File: src/rtl/down_counter_sync_timer.sv
// Loadable down-counter/timer with one-shot and auto-reload modes.
// Flags terminal count with a single-cycle tc pulse; done holds after a one-shot expires.
module down_counter_sync_timer #(
   parameter int WIDTH = 4
) (
   input  logic             clk,
   input  logic             reset,
   input  logic             start,
   input  logic             stop,
   input  logic             en,
   input  logic             auto_reload,
   input  logic [WIDTH-1:0] load_val,
   output logic [WIDTH-1:0] q,
   output logic             busy,
   output logic             tc,
   output logic             done
);

   typedef enum logic [1:0] {IDLE, RUN, DONE} state_t;

   localparam logic [WIDTH-1:0] ONE = WIDTH'(1);

   state_t           state, state_nxt;
   logic [WIDTH-1:0] q_nxt;
   logic [WIDTH-1:0] reload_r, reload_nxt;
   logic             mode_r, mode_nxt;
   logic             tc_nxt;
   logic             start_ok;

   // A zero load value would never reach terminal count, so it is not a valid start.
   assign start_ok = start && !stop && (load_val != '0);

   // NOTE: every signal gets its default first, so no path through this block can infer a latch.
   always_comb begin
      state_nxt  = state;
      q_nxt      = q;
      reload_nxt = reload_r;
      mode_nxt   = mode_r;
      tc_nxt     = 1'b0;
      if (stop && state == RUN) begin
         state_nxt = IDLE;
      end else if (start_ok) begin
         q_nxt      = load_val;
         reload_nxt = load_val;
         mode_nxt   = auto_reload;
         state_nxt  = RUN;
      end else if (state == RUN && en) begin
         if (q == ONE) begin
            tc_nxt = 1'b1;
            if (mode_r) begin
               q_nxt = reload_r;
            end else begin
               q_nxt     = '0;
               state_nxt = DONE;
            end
         end else if (q > ONE) begin
            q_nxt = q - ONE;
         end
      end
   end

   // NOTE: state registers use non-blocking assignments so all of them update together at the edge.
   always_ff @(posedge clk) begin
      if (reset) begin
         state    <= IDLE;
         q        <= '0;
         reload_r <= '0;
         mode_r   <= 1'b0;
         tc       <= 1'b0;
      end else begin
         state    <= state_nxt;
         q        <= q_nxt;
         reload_r <= reload_nxt;
         mode_r   <= mode_nxt;
         tc       <= tc_nxt;
      end
   end

   // Decoded straight from the state register, so these remain registered outputs.
   assign busy = (state == RUN);
   assign done = (state == DONE);

endmodule

File: config.mk
export PLATFORM = sky130hd
export DESIGN_NAME = down_counter_sync_timer
export DESIGN_NICKNAME = d
export VERILOG_FILES = /design/src/rtl/down_counter_sync_timer.sv
export SDC_FILE = /design/constraint.sdc
export NUM_CORES = 1
export LEC_CHECK = 0
export ABC_AREA = 1
export BUFFER_PORTS_ARGS = -buffer_cell sky130_fd_sc_hd__buf_4
export CAP_MARGIN = 20
export CORE_MARGIN = 4
export CORE_UTILIZATION = 30
export DETAILED_ROUTE_END_ITERATION = 12
export RECOVER_POWER = 25
export SLEW_MARGIN = 20
export SYNTH_ARGS = -nofsm -noshare
export SYNTH_HDL_FRONTEND = slang
export SYNTH_SLANG_ARGS = --single-unit
File: constraint.sdc
create_clock -name clk -period 2.7 [get_ports clk]
set_input_delay 0.27 -clock clk [delete_from_list [all_inputs] [get_ports clk]]
set_output_delay 0.27 -clock clk [all_outputs]
set_load 0.005 [all_outputs]
* Word level (Yosys, flattened, before mapping)
Cells that the tools add are included.
** Storage, ports and cells
- Output and inout bits :: 7
- Word-level logic and storage cells :: 41
- Register bits after elaboration :: 12
- Input port bits :: 10
** Cells by class
- Muxes and demuxes :: 10
- Reduce and logical (&&, ||, !) cells :: 16
- $add $sub $neg :: 1
- Bitwise operators :: 3
- Equal/unequal tests :: 4
- Order comparisons :: 1
** Operator list (count)
- $mux W4 :: 5
- $reduce_and A3 Y1 :: 3
- $mux W1 :: 5
- $eq A4 B1 Y1 const B :: 1
- $gt A4 B1 Y1 const B :: 1
- $logic_and A1 B1 Y1 :: 4
- $reduce_bool A2 Y1 :: 2
- $reduce_bool A4 Y1 :: 1
- $reduce_or A4 Y1 :: 1
- $sub A4 B1 Y4 const B :: 1
- $not A1 Y1 :: 3
- $reduce_bool A3 Y1 :: 1
- $reduce_or A3 Y1 :: 1
- $eq A2 B1 Y1 const B :: 1
- $eq A2 B2 Y1 const B :: 1
- $ne A2 B1 Y1 const B :: 1
- $reduce_and A2 Y1 :: 1
- $reduce_or A2 Y1 :: 1
- $logic_not A1 Y1 :: 1

* Longest topological paths before layout
Gate-level depths: netlist of run 1.
- Depth in word-level cells :: 5
- Mapped depth :: 11
- Gate-level depth less buffers :: 11

* Least setup slack after synthesis of run 1
Ideal clock, no wire load.
- Kind :: register to register
- Start point :: register q[0]
- End point :: register q[0]
- Buffers on the path :: 0
- Required time :: 2587 ps
- Setup time :: 113 ps
- Cell stages (with the launch flop) :: 11
- Period minus slack after synthesis :: 1257 ps
- Arrival time :: 1144 ps
- Path slack :: 1443 ps
- Cell sequence :: dfxtp_1 -> inv_1 -> ha_1 -> inv_1 -> nor2_1 -> nand2_1 -> nand2_1 -> nand2_2 -> nand2_2 -> nor2_1 -> nor2_1
** Between the ends
- Cells in the longest elaborated chain, start to end :: 5
- Elaborated cells on any way between the ends :: 9
- Classes of those cells :: add/sub: 1; order compare: 1; eq/ne: 1; mux: 4; reduce/logical: 2
** Ends and longest elaborated chain
- start: declaration :: line 13 : output logic [WIDTH-1:0] q,
- start signal: assignment :: line 72 : q <= q_nxt;
- $sub A4 B1 Y4 :: line 57 : q_nxt = q - ONE;
- $mux W4 :: line 56 : end else if (q > ONE) begin
- $mux W4 :: line 48 : if (q == ONE) begin
- $mux W4 :: line 47 : end else if (state == RUN && en) begin
- $mux W4 :: line 42 : end else if (start_ok) begin
Parallel ways exist; a longest one is shown, timed or not. The select of a mux whose other input is x is not followed.
A chain may end at the register's enable or synchronous reset.

* Worst setup path in the final report of run 1
- Start point :: register q[0]
- End point :: register q[3]
Same word-level chain as after synthesis.

==> results of run 1 <==
## cells in the mapped netlist, drive strengths merged
cell type / count / area share
nand2: 37 / 0.22
nor2: 20 / 0.13
nand3: 15 / 0.11
inv: 13 / 0.067
dfxtp: 12 / 0.33
a21oi: 7 / 0.048
ha: 2 / 0.035
buf: 1 / 0.016
nand3b: 1 / 0.010
nor4: 1 / 0.017
xor2: 1 / 0.012
## flip-flops by register name (all words and copies together), names as in the netlist
| name | flops |
|---|---|
| mode_r | 1 |
| q | 4 |
| reload_r | 4 |
| state | 2 |
| tc | 1 |
## power by group through the flow
stage / Sequential, W / Clock, W / Combinational (W)
6_report: 0.000199 / 0.000145 / 0.000121
4_1_cts: 0.000200 / 0.000150 / 0.000125
5_1_grt: 0.000202 / 0.000158 / 0.000140
2_1_floorplan: 0.000202 / 0 / 0.0000873
3_3_place_gp: 0.000204 / 0 / 0.000124
3_5_place_dp: 0.000204 / 0 / 0.000125
## cell type report
cell class	instances	area [um2]	area share
clock buffers	4	36.3	0.0409
inverters	13	48.8	0.0550
multi-input cells	84	410	0.463
flip-flops and latches	12	240	0.271
well taps	28	35.0	0.0395
repair buffers	16	116	0.131
## worst paths after layout
kind | endpoint | depth (start not counted) | from
setup / recovery | q[3] | 11 | q[0]
hold / removal | mode_r | 2 | reset
setup reg to reg | q[3] | 11 | q[0]
hold reg to reg | reload_r[3] | 2 | reload_r[3]
## metrics by stage
| stage | setup slack (ns) | instances | hold slack [ns] |
|---|---|---|---|
| global route | 1.12 | 157 | 0.179 |
| CTS | 1.31 | 157 | 0.180 |
| floorplan | 1.44 | 110 | 0.339 |
| finish | 1.31 | 157 | 0.190 |
| detailed placement | 1.34 | 153 | 0.450 |
| global placement | 1.33 | 153 | 0.448 |
## worst max-delay path, stage by stage, from the launching register on
cell and delay (ns):
dfxtp_1 0.39, inv_1 0.10, ha_1 0.23, inv_1 0.06, nor2_1 0.03, nand2_1 0.06
nand2_1 0.06, nand2_2 0.09, nand2_2 0.11, nand2_1 0.07, nand2_1 0.04, nor2_1 0.09
## logic make-up after synthesis
| logic type | count (synthesis) |
|---|---|
| buf+inv | 14 |
| compound gates | 7 |
| fa+ha+maj | 2 |
| xor+xnor | 1 |
| flops | 12 |
| simple gates | 74 |
## layer usage
metal	up-vias	track usage	wire length, um	part of all wire
li1	384	-	-	-
met1	317	0.124	724	0.47
met2	12	0.179	715	0.46
met3	2	0.0430	94	0.061
met4	0	0.0364	14	0.0090
met5	-	0	0	0
==> out/qor.yml, run 1 <==
status:
  status: "finished clean"
layout:
  layout-drive-gt1-share: 0.248
  fin_area_um2: 887
  final_cell_mix: "32 x nand2_1, 16 x nor2_1, 15 x buf_4, 14 x nand3_1, 12 x dfxtp_1"
  fillers: 256
  antenna_cells: 0
  mostFrequentLayoutCell: "nand2_1"
  nets: 142
  syn_to_final_growth_pct: 22.7
  post-route-util: 0.393
routing:
  avgRoutedWirePerCell_um: 9.86
  drc: 0
  via_count: 715
  drt_iter0_markers: 11
  detailedRoute.firstPassIterationCount: 4
  wl_mm: 1.55
  viasPerCell: 4.55
  final_antenna_net_count: 0
timing:
  hold_violations: 0
  layout_min_cycle_time_ns: 1.39
  setup_tns_ns: 0
  slew-limit-headroom: 0.690
  fmax_mhz: 720
  clock_skew_ns: 0.00406
  slew_viol_final: 0
  rsz0062_at_grt: "no"
  tightestPinTransition_ns: 0.464
  setup_viol: 0
  finalCritPeriodShare: 0.515
worst_setup_path:
  reg2reg_slack_ns: 1.31
  crit_arrival_ns: 1.60
  critical_path_class: "reg2reg"
  endpoint_kind: "flop"
  cp-start-kind: "flop"
  cp_max_fo: 6
  critical_path_required_ns: 2.92
placed_design:
  io_buffers: 16
  gp_congestion: 0.803
  placedInstanceArea_um2: 867
  hpwl_mm: 1.23
synthesis:
  syn_inst: 110
  syn_area_per_cell_um2: 6.57
  ys_ff_latch: 12
  yosys.area_share.simple: 0.490
  synth_warnings: 0
  synth_top_family_by_area: "simple AND/OR/NAND/NOR gates"
  synth_fa_ha_area_frac: 0.0346
  synth_compound_gate_area_share: 0.0484
  ys_types: 17
  synth_mux_area_frac: 0
  synth_nets: 122
  syn_area_um2: 723
  ys_seq_area_frac: 0.332
  synth_xor_area_frac: 0.0121
power_and_ir_drop:
  internal-power_w: 0.000323
  switching_share: 0.306
  power_w: 0.000466
  p_comb_frac: 0.260
  p_leak_nw: 0.439
  vdd_drop_max_uv: 283
  clockPowerShare: 0.312
  power.net_switching_w: 0.000142
  seqPwrFrac: 0.428
  power_density_mw_per_mm2: 525
die:
  die_w_um: 57.1
  die_height_um: 57.1
  fp-row-count: 17
  die-area_mm2: 0.00326
  start_util: 0.321
  io_pins: 17
  core_area_mm2: 0.00225
hold_path:
  hold_class: "in2reg"
global_routing:
  grt_start_max_net_pins: 14
  antenna_found_initial: 0
  globalRouteOverflowTotal: 0
  track_usage: 0.107
  grt_pass1_vias: 698
  grt_first_pass_wirelength_mm: 2.75
clock_network:
  cts_buffers: 3
  cts_resized: 0
  path_clk_slew_ns: 0.08
  cts_tree: "yes"
  worstSkewPairLatency_ns: 0.28
  cts_root_buf: "clkbuf_4"
  clockBufferDepth: 2
  cts_num_sinks: 12
  post_cts_buffers: 0
  htreeDepth: 1
  hold_buffers: 0
flow_run:
  timing.max_cap.violations: 0
Power figures use the tool's default switching activity.
==> run 2: changes to the inputs <==
Clock period 2.7 ns to 1.3 ns, I/O delays scaled along.
==> out/qor.yml, run 2 (synthesis gave the netlist of run 1 again) <==
power_and_ir_drop:
  p_leak_nw: 0.467  # was 0.439 nW
  power_density_mw_per_mm2: 1050  # was 525 mW/mm2
  vdd_drop_max_uv: 587  # was 283 uV
  power_w: 0.00103  # was 0.000466 W
routing:
  viasPerCell: 4.57  # was 4.55
  avgRoutedWirePerCell_um: 10.1  # was 9.86 um
  via_count: 735  # was 715
  drt_iter0_markers: 13  # was 11
  final_antenna_net_count: 0  # unchanged
  detailedRoute.firstPassIterationCount: 4  # unchanged
  drc: 0  # unchanged
  wl_mm: 1.63  # was 1.55 mm
worst_setup_path:
  endpoint_kind: "flop"  # unchanged
  reg2reg_depth: 11  # unchanged
  critical_path_class: "reg2reg"  # unchanged
  critical_path_required_ns: 1.51  # was 2.92 ns
  r2r-start: "q[0]"  # unchanged
  reg2reg_slack_ns: 0.05  # was 1.31 ns
  r2r-end: "q[0]"  # was q[3]
  cp-start-kind: "flop"  # unchanged
  crit_arrival_ns: 1.46  # was 1.60 ns
  cp_max_fo: 6  # unchanged
timing:
  layout_min_cycle_time_ns: 1.25  # was 1.39 ns
  fmax_mhz: 801  # was 720 MHz
  setup_viol: 0  # unchanged
  hold_violations: 0  # unchanged
  slew-limit-headroom: 0.829  # was 0.690
  fin_hold_ws_ns: 0.0409  # was 0.190 ns
  finalCritPeriodShare: 0.960  # was 0.515
  rsz0062_at_grt: "yes"  # was no
  clock_skew_ns: 0.00704  # was 0.00406 ns
  tightestPinTransition_ns: 0.256  # was 0.464 ns
  slew_viol_final: 0  # unchanged
  setup_tns_ns: 0  # unchanged
layout:
  nets: 146  # was 142
  final_cell_mix: "28 x nand2_1, 20 x buf_4, 15 x nor2_1, 14 x nand3_1, 10 x dfxtp_1"  # was 32 x nand2_1, 16 x nor2_1, 15 x buf_4, 14 x nand3_1, 12 x dfxtp_1
  post-route-util: 0.434  # was 0.393
  syn_to_final_growth_pct: 35.3  # was 22.7%
  antenna_cells: 0  # unchanged
  fin_area_um2: 978  # was 887 um2
  layout-drive-gt1-share: 0.368  # was 0.248
  top_regs: "q x4, reload_r x4, state x2"  # unchanged
  mostFrequentLayoutCell: "nand2_1"  # unchanged
clock_network:
  htreeDepth: 1  # unchanged
  worstSkewPairLatency_ns: 0.28  # about the same
  cts_root_buf: "clkbuf_4"  # unchanged
  cts_buffers: 3  # unchanged
  cts_tree: "yes"  # unchanged
  cts_num_sinks: 12  # unchanged
  path_clk_slew_ns: 0.08  # about the same
  clockBufferDepth: 2  # unchanged
die:
  die-area_mm2: 0.00326  # unchanged
  core_area_mm2: 0.00225  # unchanged
  fp-row-count: 17  # unchanged
  io_pins: 17  # unchanged
  die_w_um: 57.1  # unchanged
  start_util: 0.321  # unchanged
  die_height_um: 57.1  # unchanged
hold_path:
  min-delay-start: "reset"  # unchanged
  min_to: "reload_r[2]"  # was mode_r
  hold_class: "in2reg"  # unchanged
  hold_depth: 2  # unchanged
placed_design:
  placedInstanceArea_um2: 890  # was 867 um2
  hpwl_mm: 1.27  # was 1.23 mm
  io_buffers: 16  # unchanged
  gp_congestion: 0.835  # was 0.803
global_routing:
  grt_start_max_net_pins: 14  # unchanged
  antenna_found_initial: 0  # unchanged
  track_usage: 0.107  # about the same
  globalRouteOverflowTotal: 0  # unchanged
  grt_pass1_vias: 672  # was 698
  grt_first_pass_wirelength_mm: 2.80  # was 2.75 mm
flow_run:
  timing.max_cap.violations: 0  # unchanged
status:
  status: "finished clean"  # unchanged
## run 2: cell count changes in the layout (fill, tap and decap cells not counted), sizes merged
cell,change
buf,+5
clkbuf,-1
## run 2: critical path: stages, from the launching register on
cell     delay, ns
dfxtp_4       0.38
inv_4         0.04
ha_4          0.16
inv_2         0.05
nor2_1        0.03
nand2_1       0.07
nand2_1       0.06
nand2_2       0.10
nand2_4       0.08
nand2_2       0.08
nand2_2       0.04
nor2_1        0.10
## run 2: repair_timing
action                                 4_1_cts  5_1_grt
hold buffers                                 0        0
setup endpoints to repair                    4        4
endpoints found under the hold margin        0        0
setup buffers                                0        1
gates cloned                                 0        0
resized for setup                            2       13
pin swaps                                    0        4
## run 2: layer usage
layer,wire length [um],global-route usage,part of all wire,vias to the layer above
met4,18,0.0232,0.011,0
met2,794,0.175,0.49,17
met5,0,0,0,-
met1,708,0.130,0.44,327
li1,-,-,-,389
met3,106,0.0498,0.065,2
## run 2: where the power goes
group | switching (W) | internal [W] | leakage (nW)
clock network | 0.000133 | 0.000170 | 0.0210
registers | 0.0000273 | 0.000392 | 0.0993
logic | 0.000160 | 0.000143 | 0.347
## run 2: cell type report
class | instances | area (um2)
Sequential cell | 12 | 245
Tap cell | 28 | 35.0
Inverter | 13 | 53.8
Clock buffer | 4 | 36.3
Fill cell | 246 | 1280
Timing Repair Buffer | 20 | 150
Multi-Input combinational cell | 84 | 458
## run 2: through the flow
step / std cells / worst slack (ns)
floorplan: 110 / 0.0433
global placement: 156 / 0.00150
detailed placement: 156 / -0.0164
CTS: 160 / 0.00219
global route: 161 / -0.0451
finish: 161 / 0.0519
## run 2: how the worst max path moves through the flow
stage | start | to | cells after the start
finish | q[0] | q[0] | 11
global route | q[0] | q[0] | 11
CTS | q[1] | q[0] | 11
detailed placement | q[1] | q[0] | 10
global placement | q[1] | q[2] | 10
floorplan | q[0] | q[0] | 10
==> run 3: changes to the inputs <==
Settings changed: CORE_ASPECT_RATIO set to 0.7.
==> out/qor.yml, run 3 (synthesis gave the netlist of run 1 again) <==
status:
  status: "finished clean"  # unchanged
timing:
  setup_slack_ns: 0.0544  # was 0.0519 ns
  hold_violations: 0  # unchanged
  rsz0062_at_grt: "yes"  # unchanged
  layout_min_cycle_time_ns: 1.25  # about the same
  slew-limit-headroom: 0.819  # was 0.829
  fmax_mhz: 803  # was 801 MHz
  clock_skew_ns: 0.00379  # was 0.00704 ns
  tightestPinTransition_ns: 0.271  # was 0.256 ns
  setup_viol: 0  # unchanged
  finalCritPeriodShare: 0.958  # was 0.960
  slew_viol_final: 0  # unchanged
placed_design:
  hpwl_mm: 1.34  # was 1.27 mm
  dp_slack_ns: -0.0169  # was -0.0164 ns
  gp_congestion: 0.799  # was 0.835
  io_buffers: 16  # unchanged
  dp.cells: 162  # was 156
worst_setup_path:
  reg2reg_depth: 8  # was 11
  endpoint_kind: "flop"  # unchanged
  cp_cell_sequence: "inv_4, ha_4, buf_4, xor2_1, nor2_1, nor2_2, nor2_1, nor2_1"  # was inv_4, ha_4, inv_2, nor2_1, nand2_1, nand2_1, nand2_2, nand2_4, nand2_2, nand2_2, nor2_1
  critPathMaxStageDelay_ns: 0.38  # about the same
  slowest_stage: "dfxtp_4"  # unchanged
  critical_path_required_ns: 1.47  # was 1.51 ns
  cp_max_fo: 3  # was 6
  crit_top_cell: "nor2_1"  # was nand2_2
  cp-start-kind: "flop"  # unchanged
  critical_path_class: "reg2reg"  # unchanged
  crit_arrival_ns: 1.42  # was 1.46 ns
power_and_ir_drop:
  power.net_switching_w: 0.000314  # was 0.000320 W
  seqPwrFrac: 0.433  # was 0.409
  vdd_drop_max_uv: 431  # was 587 uV
  clockPowerShare: 0.232  # was 0.296
  p_leak_nw: 0.469  # was 0.467 nW
  p_comb_frac: 0.335  # was 0.295
  switching_share: 0.324  # was 0.312
  power_density_mw_per_mm2: 980  # was 1050 mW/mm2
  internal-power_w: 0.000656  # was 0.000706 W
layout:
  final_cells: 166  # was 161
  nets: 148  # was 146
  layout-drive-gt1-share: 0.388  # was 0.368
  final_cell_mix: "27 x nand2_1, 22 x buf_4, 14 x nor2_1, 14 x nand3_1, 10 x dfxtp_1"  # was 28 x nand2_1, 20 x buf_4, 15 x nor2_1, 14 x nand3_1, 10 x dfxtp_1
  mostFrequentLayoutCell: "nand2_1"  # unchanged
  fillers: 236  # was 246
  antenna_cells: 0  # unchanged
  seqCellArea_um2: 245  # unchanged
  syn_to_final_growth_pct: 36.9  # was 35.3%
  multi_input_area_um2: 463  # was 458 um2
  post-route-util: 0.445  # was 0.434
  top_regs: "q x4, reload_r x4, state x2"  # unchanged
clock_network:
  cts_num_sinks: 12  # unchanged
  path_clk_slew_ns: 0.07  # was 0.08 ns
  cts_buffers: 3  # unchanged
  cts_root_buf: "clkbuf_4"  # unchanged
  clockBufferDepth: 2  # unchanged
  htreeDepth: 1  # unchanged
  cts_tree: "yes"  # unchanged
  worstSkewPairLatency_ns: 0.27  # was 0.28 ns
routing:
  wl_mm: 1.71  # was 1.63 mm
  drt_iter0_markers: 10  # was 13
  detailedRoute.firstPassIterationCount: 4  # unchanged
  drc: 0  # unchanged
  final_antenna_net_count: 0  # unchanged
  via_count: 735  # unchanged
  avgRoutedWirePerCell_um: 10.3  # was 10.1 um
  viasPerCell: 4.43  # was 4.57
die:
  die-area_mm2: 0.00327  # was 0.00326 mm2
  die_height_um: 49.1  # was 57.1 um
  die_w_um: 66.7  # was 57.1 um
  io_pins: 17  # unchanged
  start_util: 0.325  # was 0.321
  core_area_mm2: 0.00222  # was 0.00225 mm2
  fp-row-count: 14  # was 17
hold_path:
  hold_depth: 2  # unchanged
  hold_class: "in2reg"  # unchanged
global_routing:
  globalRouteOverflowTotal: 0  # unchanged
  grt_start_max_net_pins: 14  # unchanged
  antenna_found_initial: 0  # unchanged
  grt_first_pass_wirelength_mm: 2.73  # was 2.80 mm
  track_usage: 0.110  # was 0.107
  grt_pass1_vias: 640  # was 672
flow_run:
  timing.max_cap.violations: 0  # unchanged
-- run 3: cell types whose count changed in the layout (fill, tap and decap cells not counted) --
cell and change:
buf_4 +2, clkbuf_8 -1, nand2_1 -1, nand2_2 +1, nor2_1 -1, nor2_2 +1
-- run 3: power by group through the flow --
stage	clock, W	sequential (W)	combinational [W]
floorplan	0	0.000420	0.000181
global placement	0	0.000421	0.000282
detailed placement	0	0.000421	0.000289
CTS	0.000241	0.000413	0.000294
global route	0.000262	0.000425	0.000368
finish	0.000225	0.000420	0.000325
-- run 3: worst max-delay path: cells and delay by family (launching register included) --
family        cells  cell delay [ns]
flops             1             0.38
buf+inv           2             0.17
fa+ha+maj         1             0.15
simple gates      4             0.31
xor+xnor          1             0.14
-- run 3: stage by stage --
| stage | hold slack, ns | power (W) | TNS (ns) | instance area, um2 |
|---|---|---|---|---|
| 2_1_floorplan | 0.199 | 0.000601 | 0 | 723 |
| 3_5_place_dp | 0.342 | 0.000709 | -0.0264 | 910 |
| 6_report | 0.0552 | 0.000970 | 0 | 990 |
| 4_1_cts | 0.0435 | 0.000947 | 0 | 941 |
| 5_1_grt | 0.0459 | 0.00105 | -0.0442 | 990 |
| 3_3_place_gp | 0.339 | 0.000702 | -0.0187 | 910 |
-- run 3: final timing paths --
kind	endpoint	start	slack [ns]
hold / removal	reload_r[2]	reset	0.06
hold reg to reg	reload_r[0]	reload_r[0]	0.46
setup / recovery	q[2]	q[0]	0.05
setup reg to reg	q[2]	q[0]	0.05
-- run 3: final cells by class --
class,count,area share
sequential,12,0.248
multi-input combinational,84,0.468
clock buffer,3,0.0228
tap,32,0.0405
timing repair buffer,22,0.167
inverter,13,0.0544
-- run 3: what timing repair did --
action	CTS	global route
setup buffers	0	1
endpoints found under the setup margin	3	4
resized for setup	3	16
hold buffers	0	0
pin swaps	0	7
-- run 3: metal layers --
layer / GRT usage / wire [um] / vias up
met2: 0.158 / 745 / 13
met1: 0.139 / 852 / 317
li1: - / - / 401
met3: 0.0553 / 95 / 4
met4: 0.0405 / 19 / 0
met5: 0 / 0 / -
